File: src/rtl/pll_lock_sequencer.sv
// PLLVR bring-up sequencer: pulses the PLL reset, qualifies LOCK and holds the
// downstream system reset until lock is stable; retries on timeout and accepts divider changes.

module pll_lock_sequencer #(
    parameter int         RESET_CYCLES = 16,
    parameter int         LOCK_TIMEOUT = 65535,
    parameter int         LOCK_STABLE  = 1024,
    parameter int         MAX_RETRY    = 3,
    parameter logic [5:0] DEF_IDSEL    = 6'd0,
    parameter logic [5:0] DEF_FBDSEL   = 6'd0,
    parameter logic [5:0] DEF_ODSEL    = 6'd0
) (
    input  logic       clkin,
    input  logic       reset_n,
    input  logic       pll_lock,
    input  logic       cfg_req,
    input  logic [5:0] cfg_idsel,
    input  logic [5:0] cfg_fbdsel,
    input  logic [5:0] cfg_odsel,
    output logic       cfg_ack,
    output logic       pll_reset,
    output logic [5:0] pll_idsel,
    output logic [5:0] pll_fbdsel,
    output logic [5:0] pll_odsel,
    output logic       sys_rst_n,
    output logic       locked,
    output logic       busy,
    output logic       fail,
    output logic [1:0] retry_cnt
);

    localparam int PH_MAX = (LOCK_TIMEOUT > RESET_CYCLES) ? LOCK_TIMEOUT : RESET_CYCLES;
    localparam int PH_W   = $clog2(PH_MAX + 1);
    localparam int ST_W   = $clog2(LOCK_STABLE + 1);

    localparam logic [PH_W-1:0] RESET_LAST   = PH_W'(RESET_CYCLES - 1);
    localparam logic [PH_W-1:0] TIMEOUT_LAST = PH_W'(LOCK_TIMEOUT - 1);
    localparam logic [ST_W-1:0] STABLE_LAST  = ST_W'(LOCK_STABLE - 1);

    typedef enum logic [2:0] {
        S_RESET_HOLD,
        S_WAIT_LOCK,
        S_STABLE,
        S_RUN,
        S_FAULT
    } state_t;

    state_t          state, state_next;
    logic [PH_W-1:0] ph_cnt, ph_cnt_next;
    logic [ST_W-1:0] st_cnt, st_cnt_next;
    logic [1:0]      retry_next;
    logic [1:0]      retry_inc;
    logic            lk_meta, lk_s;
    logic            accept;

    assign retry_inc = (retry_cnt == 2'd3) ? 2'd3 : retry_cnt + 2'd1;

    assign locked = (state == S_RUN);
    assign busy   = (state == S_RESET_HOLD) || (state == S_WAIT_LOCK) || (state == S_STABLE);
    assign fail   = (state == S_FAULT);

    // ph_cnt times both the reset pulse and the lock timeout; st_cnt counts consecutive lk_s cycles.
    always_comb begin
        state_next  = state;
        ph_cnt_next = ph_cnt;
        st_cnt_next = st_cnt;
        retry_next  = retry_cnt;
        accept      = 1'b0;

        case (state)
            S_RESET_HOLD: begin
                if (ph_cnt == RESET_LAST) begin
                    state_next  = S_WAIT_LOCK;
                    ph_cnt_next = '0;
                end else begin
                    ph_cnt_next = ph_cnt + PH_W'(1);
                end
            end
            S_WAIT_LOCK: begin
                if (lk_s) begin
                    ph_cnt_next = '0;
                    if (LOCK_STABLE <= 1) begin
                        state_next = S_RUN;
                        retry_next = '0;
                    end else begin
                        state_next  = S_STABLE;
                        st_cnt_next = ST_W'(1);
                    end
                end else if (ph_cnt == TIMEOUT_LAST) begin
                    ph_cnt_next = '0;
                    retry_next  = retry_inc;
                    if (int'(retry_inc) >= MAX_RETRY) begin
                        state_next = S_FAULT;
                    end else begin
                        state_next = S_RESET_HOLD;
                    end
                end else begin
                    ph_cnt_next = ph_cnt + PH_W'(1);
                end
            end
            S_STABLE: begin
                if (!lk_s) begin
                    state_next  = S_WAIT_LOCK;
                    ph_cnt_next = '0;
                    st_cnt_next = '0;
                end else if (st_cnt == STABLE_LAST) begin
                    state_next  = S_RUN;
                    st_cnt_next = '0;
                    retry_next  = '0;
                end else begin
                    st_cnt_next = st_cnt + ST_W'(1);
                end
            end
            S_RUN: begin
                if (cfg_req) begin
                    accept = 1'b1;
                end else if (!lk_s) begin
                    state_next  = S_RESET_HOLD;
                    ph_cnt_next = '0;
                end
            end
            S_FAULT: begin
                if (cfg_req) begin
                    accept = 1'b1;
                end
            end
            default: begin
                state_next  = S_RESET_HOLD;
                ph_cnt_next = '0;
                st_cnt_next = '0;
            end
        endcase

        // A reconfiguration always restarts the whole sequence from a fresh PLL reset.
        if (accept) begin
            state_next  = S_RESET_HOLD;
            ph_cnt_next = '0;
            st_cnt_next = '0;
            retry_next  = '0;
        end
    end

    always_ff @(posedge clkin) begin
        if (!reset_n) begin
            state      <= S_RESET_HOLD;
            ph_cnt     <= '0;
            st_cnt     <= '0;
            retry_cnt  <= '0;
            lk_meta    <= 1'b0;
            lk_s       <= 1'b0;
            pll_reset  <= 1'b1;
            sys_rst_n  <= 1'b0;
            cfg_ack    <= 1'b0;
            pll_idsel  <= DEF_IDSEL;
            pll_fbdsel <= DEF_FBDSEL;
            pll_odsel  <= DEF_ODSEL;
        end else begin
            lk_meta   <= pll_lock;
            lk_s      <= lk_meta;
            state     <= state_next;
            ph_cnt    <= ph_cnt_next;
            st_cnt    <= st_cnt_next;
            retry_cnt <= retry_next;
            pll_reset <= (state_next == S_RESET_HOLD) || (state_next == S_FAULT);
            sys_rst_n <= (state_next == S_RUN);
            cfg_ack   <= accept;
            if (accept) begin
                pll_idsel  <= cfg_idsel;
                pll_fbdsel <= cfg_fbdsel;
                pll_odsel  <= cfg_odsel;
            end
        end
    end

endmodule
File: config.mk
export PLATFORM = sky130hd
export DESIGN_NAME = pll_lock_sequencer
export DESIGN_NICKNAME = d
export VERILOG_FILES = /design/src/rtl/pll_lock_sequencer.sv
export SDC_FILE = /design/constraint.sdc
export NUM_CORES = 1
export LEC_CHECK = 0
export BUFFER_PORTS_ARGS = -buffer_cell sky130_fd_sc_hd__buf_2
export CORE_AREA = 2 2 88 90
export CTS_CLUSTER_DIAMETER = 40
export DETAILED_ROUTE_END_ITERATION = 8
export DIE_AREA = 0 0 90 92
export GPL_ROUTABILITY_DRIVEN = 0
export GPL_TIMING_DRIVEN = 0
export PLACE_DENSITY = 0.63
export SYNTH_ARGS = -nofsm -noshare
export SYNTH_HDL_FRONTEND = slang
export SYNTH_SLANG_ARGS = --single-unit
File: constraint.sdc
create_clock -name clkin -period 1.79 [get_ports clkin]
set_input_delay 0 -clock clkin [delete_from_list [all_inputs] [get_ports clkin]]
set_output_delay 0 -clock clkin [all_outputs]
set_load 0.05 [all_outputs]
==> out/results.ini <==
[detailed_routing]
route.detailed.vias_per_inst=4.99
first_pass_iters=4
route.antenna.remaining_nets=0
drt_wl_total_um=6980
avgRoutedWirePerCell_um=13.3
vias=2611
detail_route.drc_violations=0
detailedRoute.firstIterationViolations=103

[setup_path]
critical_path_class=flip-flop to flip-flop
crit_path_cell_trace=nand4_1, or4_4, o21ba_4, buf_12, o221ai_1, nand2_1
worst_setup_path_startpoint=ph_cnt[10]
startpoint_type=flip-flop
timing.critical_path.fanout_max=10
worst_path_largest_cell_delay_ns=0.54
crit_slowest_cell=sky130_fd_sc_hd__or4_4
timing.critical_path.arrival_ns=2.05
critical_path_required_ns=2.00
reg2regPathDepth=6
crit_path_end_kind=flip-flop
rr_startpoint=ph_cnt[10]

[sta]
timing_hold_violations_final=0
post-route-min-period_ns=1.83
worst-slew-pin-transition_ns=0.464
worst_slew_margin_rel_pct=68.7
finalSetupViolCount=14
final_slew_violations=0
post-route-period-util_pct=103
setup_repair_after_global_routing_missed_its_margin=yes
layout_setup_ws_ns=-0.0448
fin_worst_skew_ns=0.0115
fmaxAchievable_mhz=545

[logic_synthesis]
synth.cell_area_sq_um=2680
synth_edf_count=0
synth.lib_cells_used.distinct=57
synthArstFlopShare_pct=0
synth_sequential_area_ratio_pct=41.0
post_synthesis_register_bit_count=55
synth_fp_nets=353
synthesis.instances=328
ys.warnings.count=0
avgSynthCellArea_sq_um=8.18
synth_ff_type=sky130_fd_sc_hd__dfxtp_1

[pwr]
power_density_relative_to_cell_area_nw_per_um2=551
irDropWorstVdd_v=0.000271
p_total_w=0.00210
static-leakage-power_nw=1.46

[finish]
finish.net_count=445
antenna-diode-count=0
final_core_utilization_pct=51.3
post_layout_instance_area_sq_um=3820
areaGrowthSynthToFinish_pct=42.4
share_of_cells_above_drive_strength_1_pct=36.1

[global_routing]
grt_start_max_net_pins=20
grt-ovfl-total=0
vias_in_the_first_global_route=2478
grt_first_pass_wirelength_um=11600
track_usage_pct=17.0
grt_antenna_before_repair=0

[min_path]
timing.hold.worst.class=primary input to flip-flop
min_path_cells=4
min-delay-start=cfg_req

[clock_network]
clock_path_buffers=2
clock_tree_from_tritoncts=yes
clkLatencyLatePin_ns=0.32
cts.clk_slew.worst_paths_ns=0.10
clock_tree_root_buffer_cell=sky130_fd_sc_hd__clkbuf_8
clock_sinks=55
cts_buffers=5
cts_htree_levels=2

[outcome]
violations_in_the_final_reports=setup timing
outcome=finished with violations

[floorplan]
ios=48
initial_utilization_pct=36.0
std_cell_rows=32
die_y_um=92
floorplan.die_area_sq_um=8280
placeableCoreArea_sq_um=7450
die_span_x_um=90

[placement]
detailed_place.area_sq_um=3130
dp_hpwl_um=4410
port-buffer-count=47

[flow_run]
drv.max_cap_violation_count=0

[worst max-delay path, delay by kind of cell, from the launching register on]
kind / cells / cell delay [ns]
and+or+nand+nor: 3 / 0.73
AOI/OAI and AO/OA: 2 / 0.46
DFF: 1 / 0.38
buffers and inverters: 1 / 0.15
[cell usage in the layout, fill, tap and decap left out, drive strengths merged, types with 4 or more instances in the layout]
| cell | synthesis | layout |
|---|---|---|
| buf | 9 | 74 |
| nand2 | 70 | 70 |
| dfxtp | 55 | 55 |
| nor2 | 26 | 26 |
| dlygate4sd3 | 0 | 20 |
| a21boi | 18 | 18 |
| nor3 | 11 | 11 |
| nand3 | 11 | 11 |
| clkbuf | 7 | 11 |
| a21oi | 10 | 10 |
| o21ai | 9 | 10 |
| o21a | 8 | 8 |
| and2 | 8 | 8 |
| xor2 | 7 | 7 |
| nand2b | 6 | 6 |
| inv | 4 | 6 |
| o211ai | 6 | 6 |
| nand4 | 5 | 5 |
| nor2b | 5 | 5 |
| o221ai | 5 | 5 |
| or4 | 4 | 4 |
| nor4 | 4 | 4 |
[where the power goes]
| part | internal (W) | switching, W | leakage [nW] |
|---|---|---|---|
| Combinational | 0.0000777 | 0.0000588 | 0.955 |
| Clock | 0.000289 | 0.000448 | 0.0491 |
| Sequential | 0.00122 | 0.0000104 | 0.458 |
| Total | 0.00159 | 0.000517 | 1.46 |
[metal layers]
metal	wire length (um)	track usage (%)	up-vias
li1	-	-	1333
met1	3250	21.6	1232
met2	3440	28.8	37
met3	182	2.96	9
met4	115	6.41	0
met5	0	0	-
[state kept, by name, summed over array words and instances, names as in the netlist, 2 cells and up]
name and flops:
retry_cnt 2, state 3, pll_fbdsel 6, st_cnt 11, ph_cnt 16, pll_idsel 6, pll_odsel 6
[kinds of logic (layout without fill, tap and decap cells)]
family / count (synthesis) / count (layout) / share of synthesized area [%]
XOR/XNOR: 10 / 10 / 3.27
AND/OR/NAND/NOR: 166 / 166 / 30.4
buffers and inverters: 20 / 112 / 3.68
flip-flops: 55 / 55 / 41.0
AO/OA/AOI/OAI: 74 / 75 / 20.2
adder cells (fa/ha/maj): 3 / 3 / 1.40
[final cells by class]
cell class	instances	area [sq um]
Fill cell	727	3630
Timing Repair Buffer	85	574
Sequential cell	55	1150
Clock inverter	3	26.3
Buffer	15	120
Tap cell	102	128
Clock buffer	5	68.8
Multi-Input combinational cell	254	1730
Inverter	4	15.0
[repair_timing]
item / 4_1_cts / 5_1_grt
setup endpoints to repair: 39 / 32
resized for setup: 43 / 33
endpoints found under the hold margin: 19 / 0
cloned: 1 / 0
hold buffers: 20 / 0
buffers inserted: 8 / 10
pin swaps: 6 / 11
[synthesized netlist by cell type (3+ instances only)]
cell type	number	area [sq um]
sky130_fd_sc_hd__xor2_1	7	61.3
sky130_fd_sc_hd__nand4_1	5	31.3
sky130_fd_sc_hd__nor2_1	26	97.6
sky130_fd_sc_hd__ha_1	3	37.5
sky130_fd_sc_hd__inv_1	4	15.0
sky130_fd_sc_hd__a21boi_0	18	135
sky130_fd_sc_hd__xnor2_1	3	26.3
sky130_fd_sc_hd__buf_2	4	20.0
sky130_fd_sc_hd__dfxtp_1	55	1100
sky130_fd_sc_hd__nand2b_1	6	37.5
sky130_fd_sc_hd__nand3_1	11	55.1
sky130_fd_sc_hd__or3_1	3	18.8
sky130_fd_sc_hd__o22ai_1	3	18.8
sky130_fd_sc_hd__o21ai_1	3	15.0
sky130_fd_sc_hd__o21a_1	8	60.1
sky130_fd_sc_hd__a21oi_1	10	50.1
sky130_fd_sc_hd__nor2b_1	5	31.3
sky130_fd_sc_hd__and2_1	7	43.8
sky130_fd_sc_hd__nor3_1	10	50.1
sky130_fd_sc_hd__o21ai_0	5	25.0
sky130_fd_sc_hd__o211ai_1	4	30.0
sky130_fd_sc_hd__o221ai_1	5	43.8
sky130_fd_sc_hd__clkbuf_1	7	26.3
sky130_fd_sc_hd__nor4_1	4	25.0
sky130_fd_sc_hd__nand2_1	69	259
[path summary, 6_finish.rpt]
path	endpoint	slack, ns
setup / recovery	ph_cnt[12]	-0.04
setup reg to reg	ph_cnt[12]	-0.04
hold reg to reg	lk_s	0.45
hold / removal	sys_rst_n	0.13
[per-stage QoR]
step,std cells,TNS (ns),setup slack (ns),hold slack [ns]
finish,523,-0.290,-0.0448,0.126
global route,523,-1.43,-0.105,0.135
CTS,513,-0.0541,-0.0168,0.120
detailed placement,477,-4.57,-0.288,0.225
global placement,477,-3.78,-0.258,0.208
floorplan,328,-0.0666,-0.0232,0.127
Power figures use the tool's default switching activity.
